## src/rtl/fetch_buffer_pkg.sv

```systemverilog
// ---------------------------------------------------------------------------
// fetch_buffer_pkg
//   Shared types and constants for the instruction fetch buffer.
//   - nop                   : canonical RISC-V nop (addi x0,x0,0), shown as a bubble
//   - fetch_depth           : default queue depth / outstanding request limit
//   - fetch_buffer_in_type  : imem handshake, redirect and decode-ready inputs
//   - fetch_buffer_out_type : imem request and decode-facing outputs
//   - word_align()          : clears the byte-offset bits of a PC
// ---------------------------------------------------------------------------
package fetch_buffer_pkg;

  localparam logic [31:0] nop         = 32'h0000_0013;
  localparam int          fetch_depth = 4;

  typedef struct packed {
    logic        imem_req_ready;
    logic        imem_rsp_valid;
    logic [31:0] imem_rsp_data;
    logic        redirect_valid;
    logic [31:0] redirect_pc;
    logic        out_ready;
  } fetch_buffer_in_type;

  typedef struct packed {
    logic        imem_req_valid;
    logic [31:0] imem_req_addr;
    logic        out_valid;
    logic [31:0] out_instr;
    logic [31:0] out_pc;
  } fetch_buffer_out_type;

  function automatic logic [31:0] word_align(input logic [31:0] pc);
    return {pc[31:2], 2'b00};
  endfunction

endpackage

```

## src/rtl/fetch_buffer_fifo.sv

```systemverilog
// ---------------------------------------------------------------------------
// fetch_fifo
//   Synchronous FIFO of fetch entries ({pc, instr}, optionally a flag bit).
//   clear has priority over pop; a push in the clear cycle becomes the sole
//   entry. A pop on an empty FIFO or a push on a full FIFO without a
//   simultaneous pop is ignored.
// Ports
//   clock, reset : rising-edge clock, asynchronous active-high reset
//   push/push_data, pop, clear : queue controls
//   count        : number of stored entries (0..DEPTH)
//   head_valid   : count != 0
//   head_data    : entry at the read pointer (stale when head_valid=0)
// ---------------------------------------------------------------------------
module fetch_fifo #(
  parameter int               DEPTH      = 4,
  parameter int               WIDTH      = 64,
  parameter logic [WIDTH-1:0] RESET_DATA = '0
) (
  input  logic                       clock,
  input  logic                       reset,
  input  logic                       push,
  input  logic [WIDTH-1:0]           push_data,
  input  logic                       pop,
  input  logic                       clear,
  output logic [$clog2(DEPTH+1)-1:0] count,
  output logic                       head_valid,
  output logic [WIDTH-1:0]           head_data
);

  localparam int             AW         = $clog2(DEPTH);
  localparam int             CW         = $clog2(DEPTH + 1);
  localparam logic [AW-1:0]  PTR_ONE    = AW'(1);
  localparam logic [CW-1:0]  FULL_COUNT = CW'(DEPTH);

  logic [WIDTH-1:0] mem_r [DEPTH];
  logic [AW-1:0]    rd_ptr_r;
  logic [AW-1:0]    wr_ptr_r;
  logic [CW-1:0]    count_r;
  logic             do_pop_s;
  logic             do_push_s;

  assign do_pop_s  = pop && (count_r != '0);
  assign do_push_s = push && ((count_r != FULL_COUNT) || do_pop_s);

  // Storage, pointers and occupancy
  always_ff @(posedge clock or posedge reset) begin
    if (reset) begin
      for (int i = 0; i < DEPTH; i++) begin
        mem_r[i] <= RESET_DATA;
      end
      rd_ptr_r <= '0;
      wr_ptr_r <= '0;
      count_r  <= '0;
    end else if (clear) begin
      rd_ptr_r <= '0;
      if (push) begin
        mem_r[0] <= push_data;
        wr_ptr_r <= PTR_ONE;
        count_r  <= CW'(1);
      end else begin
        wr_ptr_r <= '0;
        count_r  <= '0;
      end
    end else begin
      if (do_push_s) begin
        mem_r[wr_ptr_r] <= push_data;
        wr_ptr_r        <= wr_ptr_r + PTR_ONE;
      end
      if (do_pop_s) begin
        rd_ptr_r <= rd_ptr_r + PTR_ONE;
      end
      count_r <= count_r + CW'(do_push_s) - CW'(do_pop_s);
    end
  end

  assign count      = count_r;
  assign head_valid = (count_r != '0);
  assign head_data  = mem_r[rd_ptr_r];

endmodule

```

## src/rtl/fetch_buffer.sv

```systemverilog
// ---------------------------------------------------------------------------
// fetch_buffer
//   Instruction fetch stage with prefetch queue feeding decode. Issues
//   in-order word requests, buffers returned words with their PC, presents
//   one instruction per cycle and flushes on redirect. Responses still in
//   flight at a redirect are counted in discard and dropped on arrival.
// Ports
//   clock, reset                    : rising-edge clock, async active-high reset
//   imem_req_valid/ready/addr       : request channel to instruction memory
//   imem_rsp_valid/data             : in-order response channel
//   redirect_valid/pc               : flush and restart fetch
//   out_valid/ready/instr/pc        : head of queue towards decode
//   out_misalign (optional)         : head entry marks a misaligned redirect
// Configuration
//   FETCH_BUFFER_MISALIGN_EXC_EN : when defined, a misaligned redirect pushes a
//   single flagged nop entry and halts fetch until the next redirect; when
//   undefined, the redirect PC is word aligned.
// ---------------------------------------------------------------------------
module fetch_buffer
  import fetch_buffer_pkg::*;
#(
  parameter int          DEPTH    = fetch_depth,
  parameter logic [31:0] RESET_PC = 32'h0000_0000
) (
  input  logic        clock,
  input  logic        reset,
  output logic        imem_req_valid,
  input  logic        imem_req_ready,
  output logic [31:0] imem_req_addr,
  input  logic        imem_rsp_valid,
  input  logic [31:0] imem_rsp_data,
  input  logic        redirect_valid,
  input  logic [31:0] redirect_pc,
  output logic        out_valid,
  input  logic        out_ready,
  output logic [31:0] out_instr,
  output logic [31:0] out_pc
`ifdef FETCH_BUFFER_MISALIGN_EXC_EN
  ,
  output logic        out_misalign
`endif
);

  localparam int CNT_W = $clog2(DEPTH + 1);
  localparam int DIS_W = $clog2(2 * DEPTH + 1);
`ifdef FETCH_BUFFER_MISALIGN_EXC_EN
  localparam int ENTRY_W = 65;
`else
  localparam int ENTRY_W = 64;
`endif
  localparam logic [CNT_W:0]       DEPTH_CREDIT  = (CNT_W + 1)'(DEPTH);
  localparam logic [DIS_W-1:0]     DISCARD_LIMIT = DIS_W'(DEPTH);
  localparam logic [ENTRY_W-1:0]   RESET_ENTRY   = ENTRY_W'({RESET_PC, nop});

  fetch_buffer_in_type  in_s;
  fetch_buffer_out_type out_s;

  logic [31:0]        fetch_pc_r,  fetch_pc_nxt_s;
  logic [31:0]        rsp_pc_r,    rsp_pc_nxt_s;
  logic [CNT_W-1:0]   inflight_r,  inflight_nxt_s;
  logic [DIS_W-1:0]   discard_r,   discard_nxt_s;
  logic [DIS_W-1:0]   outstanding_s;
  logic [CNT_W-1:0]   fifo_count_s;
  logic               head_valid_s;
  logic [ENTRY_W-1:0] head_data_s;
  logic [ENTRY_W-1:0] push_data_s;
  logic               push_s;
  logic               pop_s;
  logic               credit_s;
  logic               req_valid_s;
  logic               accept_s;
  logic               rsp_push_s;
  logic               fetch_halt_s;

  assign in_s = '{imem_req_ready: imem_req_ready,
                  imem_rsp_valid: imem_rsp_valid,
                  imem_rsp_data:  imem_rsp_data,
                  redirect_valid: redirect_valid,
                  redirect_pc:    redirect_pc,
                  out_ready:      out_ready};

  // Queue entries plus requests in flight never exceed DEPTH, so a push always fits.
  assign credit_s = ({1'b0, fifo_count_s} + {1'b0, inflight_r}) < DEPTH_CREDIT;

  // Holding requests while discard exceeds DEPTH bounds discard at 2*DEPTH
  // under any sequence of redirects, so the counter cannot wrap.
  assign req_valid_s = credit_s && (discard_r <= DISCARD_LIMIT) && !fetch_halt_s
                       && !in_s.redirect_valid && !reset;
  assign accept_s    = req_valid_s && in_s.imem_req_ready;

  // A response is kept only when nothing is pending discard and it is not
  // coincident with a redirect.
  assign rsp_push_s = in_s.imem_rsp_valid && (discard_r == '0) && (inflight_r != '0)
                      && !in_s.redirect_valid;
  assign pop_s      = head_valid_s && in_s.out_ready && !in_s.redirect_valid;

  // Every response still owed by imem, used when a redirect turns all of them stale.
  assign outstanding_s = discard_r + DIS_W'(inflight_r);

`ifdef FETCH_BUFFER_MISALIGN_EXC_EN
  logic halted_r;
  logic mis_redirect_s;

  assign mis_redirect_s = in_s.redirect_valid && (in_s.redirect_pc[1:0] != 2'b00);
  assign fetch_halt_s   = halted_r;
  assign push_s         = rsp_push_s || mis_redirect_s;
  assign push_data_s    = mis_redirect_s ? {1'b1, in_s.redirect_pc, nop}
                                         : {1'b0, rsp_pc_r, in_s.imem_rsp_data};
`else
  assign fetch_halt_s   = 1'b0;
  assign push_s         = rsp_push_s;
  assign push_data_s    = {rsp_pc_r, in_s.imem_rsp_data};
`endif

  // Next-state for the PC registers and the inflight/discard counters
  always_comb begin
    fetch_pc_nxt_s = fetch_pc_r;
    rsp_pc_nxt_s   = rsp_pc_r;
    inflight_nxt_s = inflight_r;
    discard_nxt_s  = discard_r;
    if (in_s.redirect_valid) begin
      fetch_pc_nxt_s = word_align(in_s.redirect_pc);
      rsp_pc_nxt_s   = word_align(in_s.redirect_pc);
      inflight_nxt_s = '0;
      if (in_s.imem_rsp_valid && (outstanding_s != '0)) begin
        discard_nxt_s = outstanding_s - DIS_W'(1);
      end else begin
        discard_nxt_s = outstanding_s;
      end
    end else begin
      if (accept_s) begin
        fetch_pc_nxt_s = fetch_pc_r + 32'd4;
      end else begin
        fetch_pc_nxt_s = fetch_pc_r;
      end
      if (rsp_push_s) begin
        rsp_pc_nxt_s = rsp_pc_r + 32'd4;
      end else begin
        rsp_pc_nxt_s = rsp_pc_r;
      end
      inflight_nxt_s = inflight_r + CNT_W'(accept_s) - CNT_W'(rsp_push_s);
      if (in_s.imem_rsp_valid && (discard_r != '0)) begin
        discard_nxt_s = discard_r - DIS_W'(1);
      end else begin
        discard_nxt_s = discard_r;
      end
    end
  end

  // Fetch state registers
  always_ff @(posedge clock or posedge reset) begin
    if (reset) begin
      fetch_pc_r <= RESET_PC;
      rsp_pc_r   <= RESET_PC;
      inflight_r <= '0;
      discard_r  <= '0;
`ifdef FETCH_BUFFER_MISALIGN_EXC_EN
      halted_r   <= 1'b0;
`endif
    end else begin
      fetch_pc_r <= fetch_pc_nxt_s;
      rsp_pc_r   <= rsp_pc_nxt_s;
      inflight_r <= inflight_nxt_s;
      discard_r  <= discard_nxt_s;
`ifdef FETCH_BUFFER_MISALIGN_EXC_EN
      if (in_s.redirect_valid) begin
        halted_r <= mis_redirect_s;
      end else begin
        halted_r <= halted_r;
      end
`endif
    end
  end

  fetch_fifo #(
    .DEPTH      (DEPTH),
    .WIDTH      (ENTRY_W),
    .RESET_DATA (RESET_ENTRY)
  ) u_fifo (
    .clock      (clock),
    .reset      (reset),
    .push       (push_s),
    .push_data  (push_data_s),
    .pop        (pop_s),
    .clear      (in_s.redirect_valid),
    .count      (fifo_count_s),
    .head_valid (head_valid_s),
    .head_data  (head_data_s)
  );

  // Head fields come straight from queue registers; an empty queue shows a nop.
  assign out_s = '{imem_req_valid: req_valid_s,
                   imem_req_addr:  fetch_pc_r,
                   out_valid:      head_valid_s,
                   out_instr:      head_valid_s ? head_data_s[31:0] : nop,
                   out_pc:         head_data_s[63:32]};

  assign imem_req_valid = out_s.imem_req_valid;
  assign imem_req_addr  = out_s.imem_req_addr;
  assign out_valid      = out_s.out_valid;
  assign out_instr      = out_s.out_instr;
  assign out_pc         = out_s.out_pc;
`ifdef FETCH_BUFFER_MISALIGN_EXC_EN
  assign out_misalign   = head_valid_s && head_data_s[64];
`endif

endmodule
```

## config.mk

```make
export PLATFORM = sky130hd
export DESIGN_NAME = fetch_buffer
export DESIGN_NICKNAME = d
export VERILOG_FILES = /design/src/rtl/fetch_buffer_pkg.sv /design/src/rtl/fetch_buffer_fifo.sv /design/src/rtl/fetch_buffer.sv
export SDC_FILE = /design/constraint.sdc
export NUM_CORES = 1
export LEC_CHECK = 0
export CAP_MARGIN = 20
export CORE_MARGIN = 5
export CORE_UTILIZATION = 60
export DETAILED_ROUTE_END_ITERATION = 6
export PLACE_DENSITY = 0.84
export SETUP_SLACK_MARGIN = 0.2
export SKIP_LAST_GASP = 1
export SYNTH_ARGS = -nofsm -noshare
export SYNTH_HDL_FRONTEND = slang
export SYNTH_SLANG_ARGS = --single-unit
export TNS_END_PERCENT = 5
```

## constraint.sdc

```tcl
create_clock -name clock -period 24.7 [get_ports clock]
set_input_delay 4.94 -clock clock [delete_from_list [all_inputs] [get_ports clock]]
set_output_delay 4.94 -clock clock [all_outputs]
set_load 0.005 [all_outputs]
```

==> results.ini <==
[hold_path]
hp-class=reg2reg
min-delay-start=u_fifo.mem_r[12]
whs_path_depth=1

[layout]
fin_cells=1649
nNetsFinal=1382
antennaDiodeCount=0
drive_gt1_share_pct=31.5
final_core_util_pct=71.3
synthToLayoutAreaGrowth_pct=18.0

[yosys]
synth_common_cells=dfrtp_1 (311), mux2_2 (258), mux4_2 (62), nand2_1 (62), o21ai_0 (38)
synth_cell_types=58
synth_ff_type=dfrtp_1
synth_async_sr_flop_share_pct=100
postSynthAreaPerCell_um2=13.5
yosysMostFrequentCell=dfrtp_1
synthesis.instances=1156
netlist_area_um2=15700
yosys_warnings=0
yosysTopAreaCellShare_pct=49.7
synth_edf_count=0
yosysTopAreaCell=dfrtp_1
synth_seq_cells=323
seq_area_frac_synth_pct=51.7
synth_area_leaders=dfrtp_1 (50%), mux2_2 (19%), mux4_2 (8.9%)

[routing]
via_per_inst=6.11
wirelength_mm=34.5
ant_nets=0
drc=0
wl_per_cell_um=20.9
drtIter0Drc=675
firstDrtPassIters=4
vias=10074

[cts]
numCtsBuffers=34
clkTransAtPathRegs_ns=0.06
ctsHoldBuffers=0
cts_tree=yes
cts_setup_buffers=0
cts.repair.resized=0
cts_sinks=323
cts.path.max_buffers=3
root_buffer=clkbuf_16
htreeDepth=2
clock_latency_ns=0.51

[global_routing]
grt_pass1_wl_mm=56.8
track_usage_pct=24.0
grt_max_degree=201
antenna_found_initial=0
overflow=0
grt_pass1_vias=10876

[sta]
fmax_mhz=85.1
setup_ws_ns=12.94
finalSetupTns_ns=0
period_share_pct=47.6
worst_slew_pin_slew_ns=1.07
hold_viol=0
slew_viol_final=0
setup_violations=0
skew_ns=0.0240
period_needed_ns=11.76
timing.slew.headroom_pct=28.4
rsz0062_at_grt=no

[placement]
dp_hpwl_mm=22.2
port_buffers=163
gp_congestion=0.874
post-place-cells=1589
dpl_worst_slack_ns=12.97

[worst_setup_path]
worstPathRequired_ns=19.76
cp-end-kind=output pin
crit_slowest_cell=nor4_1
crit_start=redirect_valid
arrival_ns=6.82
critPathLaunchType=input pin
cp_slowest_stage_delay_ns=0.71
crit_path_cell_trace=buf_2, buf_4, nor4_1, and2_1, clkdlybuf4s50_1
r2r_slack_ns=20.90
path_max_fanout=37
r2r_start=inflight_r[1]
reg2reg_depth=12
critPathKind=in2out

[pwr]
fin_total_pwr_mw=1.30
leakage_nw=8.49
peakVddDrop_v=0.0000477
powerDensity_nw_per_um2=70.1

[floorplan]
initial_core_util_pct=60.4
die_area_um2=29400
core_area_um2=25900
die_w_um=172
std_cell_rows=59
die_height_um=172
io_pins=168

[job]
drv_cap=0

[status]
status=completed

## flip-flops by register name, indices dropped and copies added (netlist names)
name,cells
imem_req_addr,30
u_fifo.mem_r,249
u_fifo.count,3
rsp_pc_r,30
discard_r,4
u_fifo.rd_ptr_r,2
u_fifo.wr_ptr_r,2
inflight_r,3
## worst paths after layout
kind                                       to
min in group asynchronous   imem_req_addr[30]
hold reg to reg              u_fifo.mem_r[12]
max in group asynchronous  u_fifo.rd_ptr_r[0]
setup reg to reg                inflight_r[2]
setup / recovery               imem_req_valid
hold / removal               u_fifo.mem_r[12]
## metrics by stage
stage	hold slack (ns)	instance area (um2)
final	0.501	18500
after CTS	0.502	18500
after global routing	0.504	18500
after floorplan	0.444	15700
after global placement	0.460	17300
after detailed placement	0.488	17300
## cell type report
class,instances,area [um2]
well taps,335,419
inverters,30,120
clock inverters,14,199
flip-flops and latches,323,8100
fillers,1684,7430
clock buffers,46,967
repair buffers,172,1710
multi-input cells,729,6960
## where the power goes
group | total [mW] | switching, mW | leakage (nW) | internal [mW]
clock | 0.532 | 0.205 | 0.581 | 0.327
sequential | 0.583 | 0.0349 | 4.34 | 0.548
combinational | 0.180 | 0.0930 | 3.57 | 0.0872
## critical path, delay by kind of cell
family / cells / cell delay, ns
and+or+nand+nor: 2 / 0.99
buffers and inverters: 3 / 0.86
## routing by layer
| metal | wire (um) | vias up | GRT usage [%] |
|---|---|---|---|
| met4 | 615 | 0 | 6.37 |
| met5 | 0 | - | 0 |
| met3 | 2260 | 49 | 4.62 |
| met2 | 16600 | 356 | 38.9 |
| li1 | - | 4518 | - |
| met1 | 15100 | 5151 | 33.9 |
## cell usage in the layout (no fill, tap or decap), drive strengths merged, types with 4 or more instances in the layout
| cell | Yosys | layout |
|---|---|---|
| dfrtp | 311 | 311 |
| mux2 | 258 | 258 |
| clkdlybuf4s50 | 0 | 162 |
| nand2 | 66 | 66 |
| mux4 | 62 | 62 |
| clkbuf | 31 | 46 |
| o21ai | 38 | 38 |
| and2 | 35 | 35 |
| inv | 30 | 31 |
| nand3 | 29 | 29 |
| xnor2 | 23 | 23 |
| nor2 | 23 | 23 |
| nor4 | 21 | 21 |
| xor2 | 20 | 20 |
| ha | 19 | 19 |
| nor3 | 19 | 19 |
| a21oi | 13 | 13 |
| dfstp | 12 | 12 |
| buf | 44 | 10 |
| nand4 | 9 | 9 |
| o311ai | 9 | 9 |
| clkinv | 0 | 8 |
| or4 | 7 | 7 |
| and4 | 7 | 7 |
| o211ai | 7 | 7 |
| o31a | 7 | 7 |
| and3 | 6 | 6 |
| a21o | 5 | 5 |
| bufinv | 0 | 5 |
| mux2i | 4 | 4 |
| or2 | 4 | 4 |
## logic make-up (layout without fill, tap and decap cells)
| family | count (synthesis) | count (layout) | share of synthesized area [%] |
|---|---|---|---|
| adder cells (fa/ha/maj) | 22 | 22 | 1.90 |
| XOR/XNOR | 43 | 43 | 2.41 |
| other | 1 | 2 | 0.0239 |
| buffers and inverters | 105 | 262 | 3.84 |
| AND/OR/NAND/NOR | 243 | 243 | 8.43 |
| multiplexers | 324 | 324 | 27.7 |
| flip-flops | 323 | 323 | 51.7 |
| AO/OA/AOI/OAI | 95 | 95 | 3.96 |
Power figures use the tool's default switching activity.
